`config.mk`:
```
export PLATFORM = sky130hd
export DESIGN_NAME = sys_array_sched
export DESIGN_NICKNAME = d
export VERILOG_FILES = /design/src/rtl/sys_array_sched.sv
export SDC_FILE = /design/constraint.sdc
export NUM_CORES = 1
export LEC_CHECK = 0
export BUFFER_PORTS_ARGS = -buffer_cell sky130_fd_sc_hd__buf_2
export CAP_MARGIN = 20
export CORE_MARGIN = 2
export CORE_UTILIZATION = 30
export CTS_CLUSTER_SIZE = 40
export DETAILED_ROUTE_END_ITERATION = 10
export GPL_TIMING_DRIVEN = 0
export PLACE_DENSITY = 0.47
export SLEW_MARGIN = 5
export SYNTH_ARGS = -nofsm -noshare
export SYNTH_HDL_FRONTEND = slang
export SYNTH_SLANG_ARGS = --single-unit
```
`constraint.sdc`:
```
create_clock -name clk -period 7.9 [get_ports clk]
set_input_delay 1.58 -clock clk [delete_from_list [all_inputs] [get_ports clk]]
set_output_delay 1.58 -clock clk [all_outputs]
set_load 0.02 [all_outputs]
```
`src/rtl/sys_array_sched.sv`:
```
// Operand scheduler for the 2x2 systolic array: buffers A rows / B columns, streams
// them to the array edges with a one-handshake skew, then waits for the PEs to finish.
module sys_array_sched #(
  parameter int N_MAX    = 8,
  parameter int DW       = 32,
  parameter int DRAIN_TO = 64
) (
  input  logic                     clk,
  input  logic                     rst,
  input  logic                     start,
  input  logic [$clog2(N_MAX):0]   k_len,
  input  logic                     ld_en,
  input  logic [1:0]               ld_sel,
  input  logic [$clog2(N_MAX)-1:0] ld_idx,
  input  logic [DW-1:0]            ld_dat,
  output logic [DW-1:0]            a1_dat,
  output logic [DW-1:0]            a2_dat,
  output logic [DW-1:0]            b1_dat,
  output logic [DW-1:0]            b2_dat,
  output logic                     a1_valid,
  output logic                     a2_valid,
  output logic                     b1_valid,
  output logic                     b2_valid,
  input  logic                     a1_ready,
  input  logic                     a2_ready,
  input  logic                     b1_ready,
  input  logic                     b2_ready,
  input  logic [3:0]               pe_comp_done,
  input  logic [3:0]               pe_error,
  output logic                     busy,
  output logic                     done,
  output logic                     cfg_err,
  output logic                     run_err
);
  localparam int KW = $clog2(N_MAX) + 1;
  localparam int IW = $clog2(N_MAX);
  localparam int TW = $clog2(DRAIN_TO + 1);
  localparam logic [KW-1:0] KMAX = KW'(N_MAX);
  localparam logic [TW-1:0] DTO  = TW'(DRAIN_TO);

  typedef enum logic [1:0] {S_IDLE, S_FEED, S_DRAIN, S_DONE} state_t;

  state_t        state_q, state_d;
  logic [KW-1:0] k_q, k_d, cnt1_q, cnt1_d, cnt2_q, cnt2_d;
  logic [TW-1:0] drn_q, drn_d;
  logic          g2_q, g2_d, cfg_q, cfg_d, run_q, run_d;
  logic [DW-1:0] buf_q [4][N_MAX];

  logic v1, v2, hs1, hs2, wr_en, k_ok;

  // Group 2 trails group 1 by one handshake via g2_q.
  assign v1    = (state_q == S_FEED) && (cnt1_q < k_q);
  assign v2    = (state_q == S_FEED) && g2_q && (cnt2_q < k_q);
  assign hs1   = v1 && a1_ready && b1_ready;
  assign hs2   = v2 && a2_ready && b2_ready;
  assign wr_en = (state_q == S_IDLE) && ld_en;
  assign k_ok  = (k_len != '0) && (k_len <= KMAX);

  assign a1_valid = v1;
  assign b1_valid = v1;
  assign a2_valid = v2;
  assign b2_valid = v2;
  assign a1_dat   = v1 ? buf_q[0][cnt1_q[IW-1:0]] : '0;
  assign b1_dat   = v1 ? buf_q[2][cnt1_q[IW-1:0]] : '0;
  assign a2_dat   = v2 ? buf_q[1][cnt2_q[IW-1:0]] : '0;
  assign b2_dat   = v2 ? buf_q[3][cnt2_q[IW-1:0]] : '0;
  assign busy     = (state_q != S_IDLE);
  assign done     = (state_q == S_DONE);
  assign cfg_err  = cfg_q;
  assign run_err  = run_q;

  always_comb begin
    state_d = state_q;
    k_d     = k_q;
    cnt1_d  = cnt1_q;
    cnt2_d  = cnt2_q;
    drn_d   = drn_q;
    g2_d    = g2_q;
    cfg_d   = cfg_q;
    run_d   = run_q;
    unique case (state_q)
      S_IDLE: begin
        if (start) begin
          if (k_ok) begin
            k_d     = k_len;
            cfg_d   = 1'b0;
            run_d   = 1'b0;
            cnt1_d  = '0;
            cnt2_d  = '0;
            drn_d   = '0;
            g2_d    = 1'b0;
            state_d = S_FEED;
          end else begin
            cfg_d = 1'b1;
          end
        end
      end
      S_FEED: begin
        if (pe_error != 4'b0) run_d = 1'b1;
        if (hs1) begin
          cnt1_d = cnt1_q + KW'(1);
          g2_d   = 1'b1;
        end
        if (hs2) cnt2_d = cnt2_q + KW'(1);
        if ((cnt1_d == k_q) && (cnt2_d == k_q)) begin
          drn_d   = '0;
          state_d = S_DRAIN;
        end
      end
      S_DRAIN: begin
        if (pe_error != 4'b0) run_d = 1'b1;
        drn_d = drn_q + TW'(1);
        // Completion takes priority over a timeout landing in the same cycle.
        if (pe_comp_done == 4'b1111) begin
          state_d = S_DONE;
        end else if (drn_d == DTO) begin
          run_d   = 1'b1;
          state_d = S_DONE;
        end
      end
      S_DONE: state_d = S_IDLE;
      default: state_d = S_IDLE;
    endcase
  end

  always_ff @(posedge clk) begin
    if (rst) begin
      state_q <= S_IDLE;
      k_q     <= '0;
      cnt1_q  <= '0;
      cnt2_q  <= '0;
      drn_q   <= '0;
      g2_q    <= 1'b0;
      cfg_q   <= 1'b0;
      run_q   <= 1'b0;
    end else begin
      state_q <= state_d;
      k_q     <= k_d;
      cnt1_q  <= cnt1_d;
      cnt2_q  <= cnt2_d;
      drn_q   <= drn_d;
      g2_q    <= g2_d;
      cfg_q   <= cfg_d;
      run_q   <= run_d;
    end
  end

  always_ff @(posedge clk) begin
    if (rst) begin
      for (int s = 0; s < 4; s++)
        for (int e = 0; e < N_MAX; e++)
          buf_q[s][e] <= '0;
    end else if (wr_en) begin
      buf_q[ld_sel][ld_idx] <= ld_dat;
    end
  end

endmodule

```
# Yosys cells after proc, flatten, opt, wreduce, memory -nomap -nowiden
# Memory sizes are Yosys's and may differ from the RTL's.
# Index checks and enable logic that the tools add are counted.
[totals]
ram_bits = 1024
inputBits = 57
n_memories = 1
output_inout_bits = 136
regBits = 24
[op_classes]
magnitude_cmp = 7
n_addsub = 3
reduce_logical = 25
n_eq_ne = 12
bitwise_logic = 3
n_mux = 53
[mem_list]
columns = ["name", "depth", "width", "rd", "rd_clocked_by_memory_dff", "wr", "line", "rtl"]
rows = [
  ["buf_q", 4, 256, 4, 0, 4, "47", "logic [DW-1:0] buf_q [4][N_MAX];"],
]
[ops]
columns = ["op", "n"]
rows = [
  ["$mux 256", 3],
  ["$mux 32", 13],
  ["$bmux 32 s3", 4],
  ["$reduce_or 256->1", 1],
  ["$demux 32 s3", 1],
  ["$mux 4", 6],
  ["$mux 7", 3],
  ["$pmux 7 s3", 1],
  ["$pmux 4 s2", 2],
  ["$ge 4x4->1 const B", 3],
  ["$mux 2", 6],
  ["$not 3->4", 3],
  ["$reduce_and 4->1", 3],
  ["$logic_and 1x1->1", 11],
  ["$mux 1", 11],
  ["$reduce_and 3->1", 3],
  ["$add 4x1->4 const B", 2],
  ["$eq 4x4->1", 2],
  ["$lt 4x4->1", 2],
  ["$pmux 2 s4", 1],
  ["$reduce_bool 4->1", 2],
  ["$add 7x1->7 const B", 1],
  ["$eq 7x7->1 const B", 1],
  ["$ne 2x2->1 const B", 3],
  ["13 further kinds", 15],
]

# Logic depth before layout (Yosys ltp)
# Gate-level depths: netlist of the first run.
[logic_depth]
ltp_word = 11
mapped_depth = 12
depth_no_buf = 11

# Worst setup path after synthesis of the first run
# Ideal clock, no wire load.
[synth_path]
kind = "in2reg"
start = "input rst"
end = "memory buf_q[0][0] (netlist name), enable pin"
arrival_ps = 4684
path_slack_ps = 2750
cell_stages = 4
setup_time_ps = 466
required_time_ps = 7434
path_buffers = 1
path_cell_list = "clkbuf_1 nor3b_1 nand3_1 o21ai_0"
[synth_rtl]
columns = ["element", "line", "rtl"]
rows = [
  ["start: declaration", "9", "input logic rst,"],
  ["end: declaration", "47", ""],
]

# Worst setup path after layout of the first run
[layout_path]
start = "register cnt1_q[1]"
end = "output b1_dat[1]"
[layout_via]
elab_chain_len = 5
elab_cells_between_ends = 7
[layout_lines]
columns = ["element", "line", "rtl"]
rows = [
  ["start: declaration", "44", "logic [KW-1:0] k_q, k_d, cnt1_q, cnt1_d, cnt2_q, cnt2_d;"],
  ["start signal: assignment", "139", "cnt1_q <= cnt1_d;"],
  ["$not 3->4 (implied by the code)", "64", "assign b1_dat = v1 ? buf_q[2][cnt1_q[IW-1:0]] : '0;"],
  ["$bmux 32 s3", "64", ""],
  ["$mux 32 (implied by the code) (2 in series)", "64", ""],
  ["$mux 32 (*)", "64", ""],
  ["end: declaration", "18", "output logic [DW-1:0] b1_dat,"],
]
# Every way passes the cells marked *; elsewhere a longest branch is shown, timed or not. The select of a mux whose other input is x is not followed.

==> impl_results.md, run 1 <==
- Most frequent cells in the layout: 1024 x and2_1, 1024 x edfxtp_1, 275 x clkbuf_1
- Sw Pwr: 2960 µW
- Starting Density: 30.2%
- Worst vdd ir: 0.164 mV
- Total CTS buffers: 114
- Synth cell types: 55
- Max Slew Vio Count: 0
- Largest net degree at the start of global routing: 24
- Req. time, crit path: 6.32 ns
- Core area: 158000 µm²
- Hold Crit Class: reg2reg
- Yosys Warn Count: 0
- CP startpoint kind: flip-flop
- Power per standard cell area: 220 nW/µm²
- Slew @ Worst Pin: 1.14 ns
- Hold Path Origin: g2_q$_SDFFE_PP0P_
- Max FO, Critical Path: 10
- Hold WS: 0.480 ns
- Port bufs: 191
- Congestion Overflow GR: 0
- Max-cap viol count: 0
- Via count: 27.6k
- Placed inst area: 53000 µm²
- Sequential share of power: 51.0%
- Internal: 9520 µW
- Hold Crit Endpoint: g2_q$_SDFFE_PP0P_
- CTS tree: done
- Final setup viols: 0
- Vias in the first global route: 28.2k
- Worst reg2reg path startpoint: state_q[0]$_SDFFE_PP0P_
- Final period util: 76.8%
- Share of the synthesized area in the top cell type: 64.3%
- GRT Util Overall: 19.1%
- Die H: 403 µm
- 1st-pass router iterations: 7
- RSZ-0062 raised after global routing: false
- Num ports: 193
- Hold_buf cts: 0
- # fillers: 15.0k
- Design Area, Final: 56700 µm²
- Initial drt markers: 2443
- Reg2reg end: buf_q[2][2]$_SDFFCE_PN0P_
- Syn Inst Count: 3144
- Cell taking the most area after synthesis: edfxtp_1
- Wirelength per Cell: 27.4 µm
- Hold Path Depth: 2
- Worst-path clk slew: 0.06 ns
- Seq/Total Area, Yosys: 65.3%
- Register area: 31200 µm²
- Sw frac: 23.7%
- PostCTS Resize Cnt: 0
- Synthesized flop and latch total: 1048
- Min Clock Period, post-route: 6.07 ns
- Crit path kind: reg2out
- Footprint of the multi-input gates: 15800 µm²
- # Post-CTS Setup Buffers: 0
- Achievable Freq: 165 MHz
- Setup slack on the worst flop-to-flop path: 3.72 ns
- Clock power share: 41.8%
- Max clock buf depth: 3
- GP Congestion: 0.810
- Post-DP HPWL: 113000 µm
- Layout cell share with drive strength beyond 1: 20.0%
- Final Skew: 0.0225 ns
- Number of clock sinks: 1048
- CTS root buf: clkbuf_16
- Routed wire length: 156000 µm
- Initial antenna violation count: 12
- CP Capture Type: output port
- Residual DRC: 0
- Die Width: 403 µm
- Final hold vios: 0
- Leak: 0.0198 µW
- # rows: 146
- CP Data Arrival Time: 4.49 ns
- Antenna Nets Post-Route: 0
- Worst-Skew Late Latency: 0.73 ns
- Vias per cell: 4.85
- Ys async rst share: 0%
- Final net count: 3585
- Max-slew headroom: 23.7%
- Dominant synthesized flop cell: edfxtp_1
- Status: complete, no violations
- Cell Area, Synth: 47900 µm²
- CTS H-tree lvls: 3
- Number of synthesized flops with an enable pin: 1024
- Syn Area/Cell: 15.2 µm²
- Area contributors post-synth: edfxtp_1 64%, and2_1 13%, mux4_2 12%
- Die area: 163000 µm²
- Comb pwr share: 7.3%
- Global-route wire length before repair: 218000 µm
- Synthesis-to-finish area growth: 18.4%
- Reg2Reg Depth: 8
- Post-synth net total: 3215
==> critical path, cell delays in order, from the launching register on <==
cell and delay, ns:
dfxtp_1 0.70, clkbuf_1 0.82, buf_1 0.92, mux4_2 0.41, mux2i_1 0.59, nor2_1 0.10
buf_2 0.19
==> cell usage after synthesis, types with 2 or more instances <==
master / instances
xor2_1: 2
mux2i_1: 133
or2_2: 4
buf_1: 44
buf_2: 3
nand2_1: 27
a22oi_1: 3
and2_1: 1024
nor2_1: 181
o211ai_1: 2
o31a_1: 2
clkbuf_1: 247
xnor2_1: 4
o21a_1: 2
nor3_1: 13
and3_1: 3
mux4_2: 256
a32o_1: 4
ha_1: 14
nand2b_1: 4
edfxtp_1: 1024
nand3_1: 10
a21o_1: 2
buf_4: 3
a311oi_1: 2
nor4_2: 2
nand4_1: 4
inv_1: 12
nor3b_2: 2
dfxtp_1: 24
nor2b_1: 2
a21oi_1: 19
o21ai_0: 44
==> registers in the layout (all words and copies together) (netlist names) <==
| register | flops |
|---|---|
| run_err | 1 |
| cnt1_q | 4 |
| state_q | 2 |
| cnt2_q | 4 |
| cfg_err | 1 |
| k_q | 4 |
| g2_q | 1 |
| buf_q | 1024 |
| drn_q | 7 |
==> worst max path at each step <==
stage,endpoint,slack [ns],startpoint
6_report,b1_dat[1],1.83,cnt1_q[1]$_SDFFE_PP0P_
5_1_grt,a2_dat[0],1.70,cnt2_q[1]$_SDFFE_PP0P_
4_1_cts,b1_dat[0],1.66,cnt1_q[1]$_SDFFE_PP0P_
3_5_place_dp,b1_dat[0],2.50,cnt1_q[1]$_SDFFE_PP0P_
3_3_place_gp,buf_q[2][41]$_SDFFCE_PN0P_,-1.32,rst
2_1_floorplan,buf_q[0][0]$_SDFFCE_PN0P_,2.75,rst
==> power groups by stage <==
stage	sequential [µW]	clock (µW)	combinational, µW
global placement	6530	0	831
CTS	6360	5300	926
global route	6380	5490	976
finish	6360	5210	907
floorplan	6470	0	474
detailed placement	6480	0	923
==> final cells by class <==
type                       count  area share (%)
sequential                  1048            55.1
inverter                      13          0.0861
timing repair buffer         254            4.05
tap                         2072            4.58
buffer                       297            2.01
multi-input combinational   1786            27.9
clock inverter                53           0.665
antenna                        4          0.0177
clock buffer                 156            5.57
==> layer usage <==
layer / global-route usage, % / share of wire [%]
met5: 0 / 0.015
met4: 4.06 / 1.9
met3: 2.87 / 4.9
met2: 31.7 / 49
met1: 26.4 / 44
==> stage by stage <==
step / setup WS, ns / instances / total power (µW) / setup TNS [ns] / utilization [%]
floorplan: 2.75 / 3144 / 6950 / 0 / -
global placement: -1.32 / 5407 / 7360 / -428.64 / 32.5
detailed placement: 2.50 / 5465 / 7400 / 0 / 33.5
CTS: 1.66 / 5674 / 12600 / 0 / 35.7
global route: 1.70 / 5679 / 12800 / 0 / 35.8
finish: 1.83 / 5683 / 12500 / 0 / 35.8
==> cell families after synthesis <==
family          after synthesis  share of synthesized area (%)
xor+xnor                      6                          0.110
compound gates               92                           1.23
mux                         389                           14.8
buf+inv                     310                           2.46
simple gates               1285                           15.7
flops                      1048                           65.3
fa+ha+maj                    14                          0.366
Power figures use the tool's default switching activity.
==> inputs of run 2 (changes only) <==
--- a/config.mk
+++ b/config.mk
@@ -12,7 +12,7 @@
 export CTS_CLUSTER_SIZE = 40
 export DETAILED_ROUTE_END_ITERATION = 10
 export GPL_TIMING_DRIVEN = 0
-export PLACE_DENSITY = 0.47
+export PLACE_DENSITY = 0.48
 export SLEW_MARGIN = 5
 export SYNTH_ARGS = -nofsm -noshare
 export SYNTH_HDL_FRONTEND = slang
==> constraint.sdc (replaced) <==
create_clock -name clk -period 5.03 [get_ports clk]
set_input_delay 1.006 -clock clk [delete_from_list [all_inputs] [get_ports clk]]
set_output_delay 1.006 -clock clk [all_outputs]
set_load 0.02 [all_outputs]
==> run 2 against run 1 <==
Final cell count decreased by 0.18%. Critical endpoint is now b2_dat[0]. Via count increased by 0.25%. Global-route usage decreased by 0.16 points.
==> impl_results.md, run 2 (same netlist as run 1, synthesis figures left out) <==
- Worst-path clk slew: 0.06 ns (about the same)
- RSZ-0062 raised after global routing: false
- Power per standard cell area: 343 nW/µm² (+56%)
- Cell class contributing the biggest share of worst-path delay: buffers and inverters
- Synthesis-to-finish area growth: 18.1%
- Total CTS buffers: 112 (-1.8%)
- # Post-CTS Setup Buffers: 0 (unchanged)
- Largest regs: buf_q: 1024 flops, drn_q: 7 flops
- Hold_buf cts: 0 (unchanged)
- Congestion Overflow GR: 0 (unchanged)
- Layout cell share with drive strength beyond 1: 20.3% (+0.24 points)
- Slew @ Worst Pin: 1.22 ns (+0.0763 ns)
- Die Width: 403 µm (unchanged)
- Register area: 31200 µm² (unchanged)
- Die area: 163000 µm² (unchanged)
- Crit path buffers/inverters: 5 (+2)
- Final Skew: 0.0207 ns (-0.00184 ns)
- GP Congestion: 0.905 (+12%)
- Starting Density: 30.2% (unchanged)
- Min Clock Period, post-route: 4.97 ns
- Place WS: 0.178 ns (-2.33 ns)
- Max FO, Critical Path: 10 (unchanged)
- Via count: 27.6k (+0.25%)
- Req. time, crit path: 4.02 ns (-2.30 ns)
- Reg2Reg Depth: 8 (unchanged)
- Max Slew Vio Count: 0 (unchanged)
- Global-route wire length before repair: 217000 µm (-0.47%)
- Max clock buf depth: 3 (unchanged)
- Leak: 0.0198 µW (-0.15%)
- Largest Register: buf_q
- Final period util: 98.9%
- Worst-Skew Late Latency: 0.72 ns (about the same)
- CTS tree: done
- Final setup viols: 0 (unchanged)
- CP Data Arrival Time: 3.97 ns (-0.52 ns)
- Reg2reg end: buf_q[2][34]$_SDFFCE_PN0P_
- Crit path max-delay cell type: mux4_2
- Pwr Total: 19400 µW (+55%)
- Hold Crit Endpoint: run_err$_SDFFE_PP0P_
- Most frequent cells in the layout: 1024 x and2_1, 1024 x edfxtp_1, 258 x clkbuf_1
- Crit path kind: reg2out
- Core area: 158000 µm² (unchanged)
- Final hold vios: 0 (unchanged)
- Residual DRC: 0 (unchanged)
- Die H: 403 µm (unchanged)
- Worst reg2reg path startpoint: state_q[0]$_SDFFE_PP0P_
- Initial drt markers: 2761 (+13%)
- CP Capture Type: output port
- 1st-pass router iterations: 6 (-1)
- CP startpoint kind: flip-flop
- Vias in the first global route: 28.3k (+0.37%)
- Hold Crit Class: reg2reg
- Num ports: 193 (unchanged)
- Achievable Freq: 201 MHz
- Hold Path Origin: run_err$_SDFFE_PP0P_
- Initial antenna violation count: 11 (-1)
- CTS root buf: clkbuf_16
- Number of flip-flops in the largest register: 1024 (unchanged)
- Worst vdd ir: 0.264 mV (+60%)
- Max-slew headroom: 18.4% (-5.4 points)
- Max-cap viol count: 0 (unchanged)
- Wirelength per Cell: 27.2 µm (-0.79%)
- Hold Path Depth: 2 (unchanged)
- CTS H-tree lvls: 3 (unchanged)
- Most frequent CP cell: buf_2
- Post-DP HPWL: 112000 µm (-0.96%)
- Crit path cell chain: buf_2, clkbuf_4, buf_1, buf_8, mux4_2, mux2i_1, nor2_1, buf_2
- # fillers: 15.2k (+1.1%)
- Footprint of the multi-input gates: 15800 µm² (about the same)
- Final Worst Setup Slack: 0.0558 ns (-1.77 ns)
- Status: complete, no violations
- Vias per cell: 4.87 (+0.43%)
- Number of clock sinks: 1048 (unchanged)
- Largest net degree at the start of global routing: 23 (-4.2%)
- Routed wire length: 154000 µm (-0.96%)
- Final net count: 3577 (-0.22%)
- Port bufs: 191 (unchanged)
- Antenna Nets Post-Route: 0 (unchanged)
- Setup slack on the worst flop-to-flop path: 0.84 ns (-2.88 ns)
- # rows: 146 (unchanged)
- Max stage delay on crit path: 0.52 ns (-0.40 ns)
- GRT Util Overall: 18.9% (-0.16 points)
-- run 2: cell count changes in the layout (fill, tap and decap cells not counted), moves of 4 or more --
| cell | previous run | this run |
|---|---|---|
| clkbuf_8 | 4 | 0 |
| clkinv_1 | 24 | 40 |
| buf_1 | 41 | 30 |
| buf_8 | 19 | 12 |
| clkdlybuf4s15_2 | 0 | 5 |
| clkbuf_2 | 5 | 15 |
| clkbuf_1 | 275 | 258 |
-- run 2: worst max path at each step --
stage / startpoint / cells after the start / slack (ns) / to
global route: cnt2_q[0]$_SDFFE_PP0P_ / 7 / 0.009 / b2_dat[30]
detailed placement: cnt1_q[1]$_SDFFE_PP0P_ / 6 / 0.18 / b1_dat[0]
global placement: rst / 4 / -3.60 / buf_q[2][10]$_SDFFCE_PN0P_
CTS: cnt1_q[2]$_SDFFE_PP0P_ / 6 / 0.001 / b1_dat[21]
floorplan: rst / 4 / 0.45 / buf_q[0][0]$_SDFFCE_PN0P_
finish: cnt2_q[0]$_SDFFE_PP0P_ / 8 / 0.06 / b2_dat[0]
-- run 2: worst min-delay path: stages (launching register included) --
cell and delay [ns]:
dfxtp_1 0.32, nand2_1 0.06, a21oi_1 0.06
-- run 2: final cells by class --
class                      count  area share, %
antenna                        2        0.00885
buffer                       296           2.14
clock buffer                 142           5.31
clock inverter                65          0.750
inverter                      13         0.0863
multi-input combinational   1786           28.0
sequential                  1048           55.3
tap                         2072           4.59
timing repair buffer         249           3.88
-- run 2: routing by layer --
layer	routed length [µm]	vias to the layer above	GRT usage (%)
li1	-	12200	-
met1	67700	14400	26.4
met2	73200	890	30.6
met3	9300	210	2.86
met4	4080	4	5.10
met5	26	-	0
-- run 2: where the power goes --
group	leakage (µW)	total (µW)	switching, µW	internal [µW]
Clock	0.00168	7990	3550	4430
Combinational	0.00736	1420	975	447
Sequential	0.0108	9990	97.9	9890
Total	0.0198	19400	4620	14800
-- run 2: metrics by stage --
| stage | area (µm²) | hold slack (ns) | cells | utilization (%) | TNS (ns) |
|---|---|---|---|---|---|
| global route | 56500 | 0.523 | 5671 | 35.7 | 0 |
| CTS | 56500 | 0.485 | 5669 | 35.7 | 0 |
| detailed placement | 53000 | 0.477 | 5463 | 33.5 | 0 |
| global placement | 51400 | 0.464 | 5407 | 32.5 | -2666.18 |
| finish | 56500 | 0.480 | 5673 | 35.7 | 0 |
| floorplan | 47900 | 0.449 | 3144 | - | 0 |
-- run 2: timing repair --
action                                  4_1_cts  5_1_grt
endpoints found under the hold margin         0        0
endpoints found under the setup margin      105        8
resized for setup                            26       14
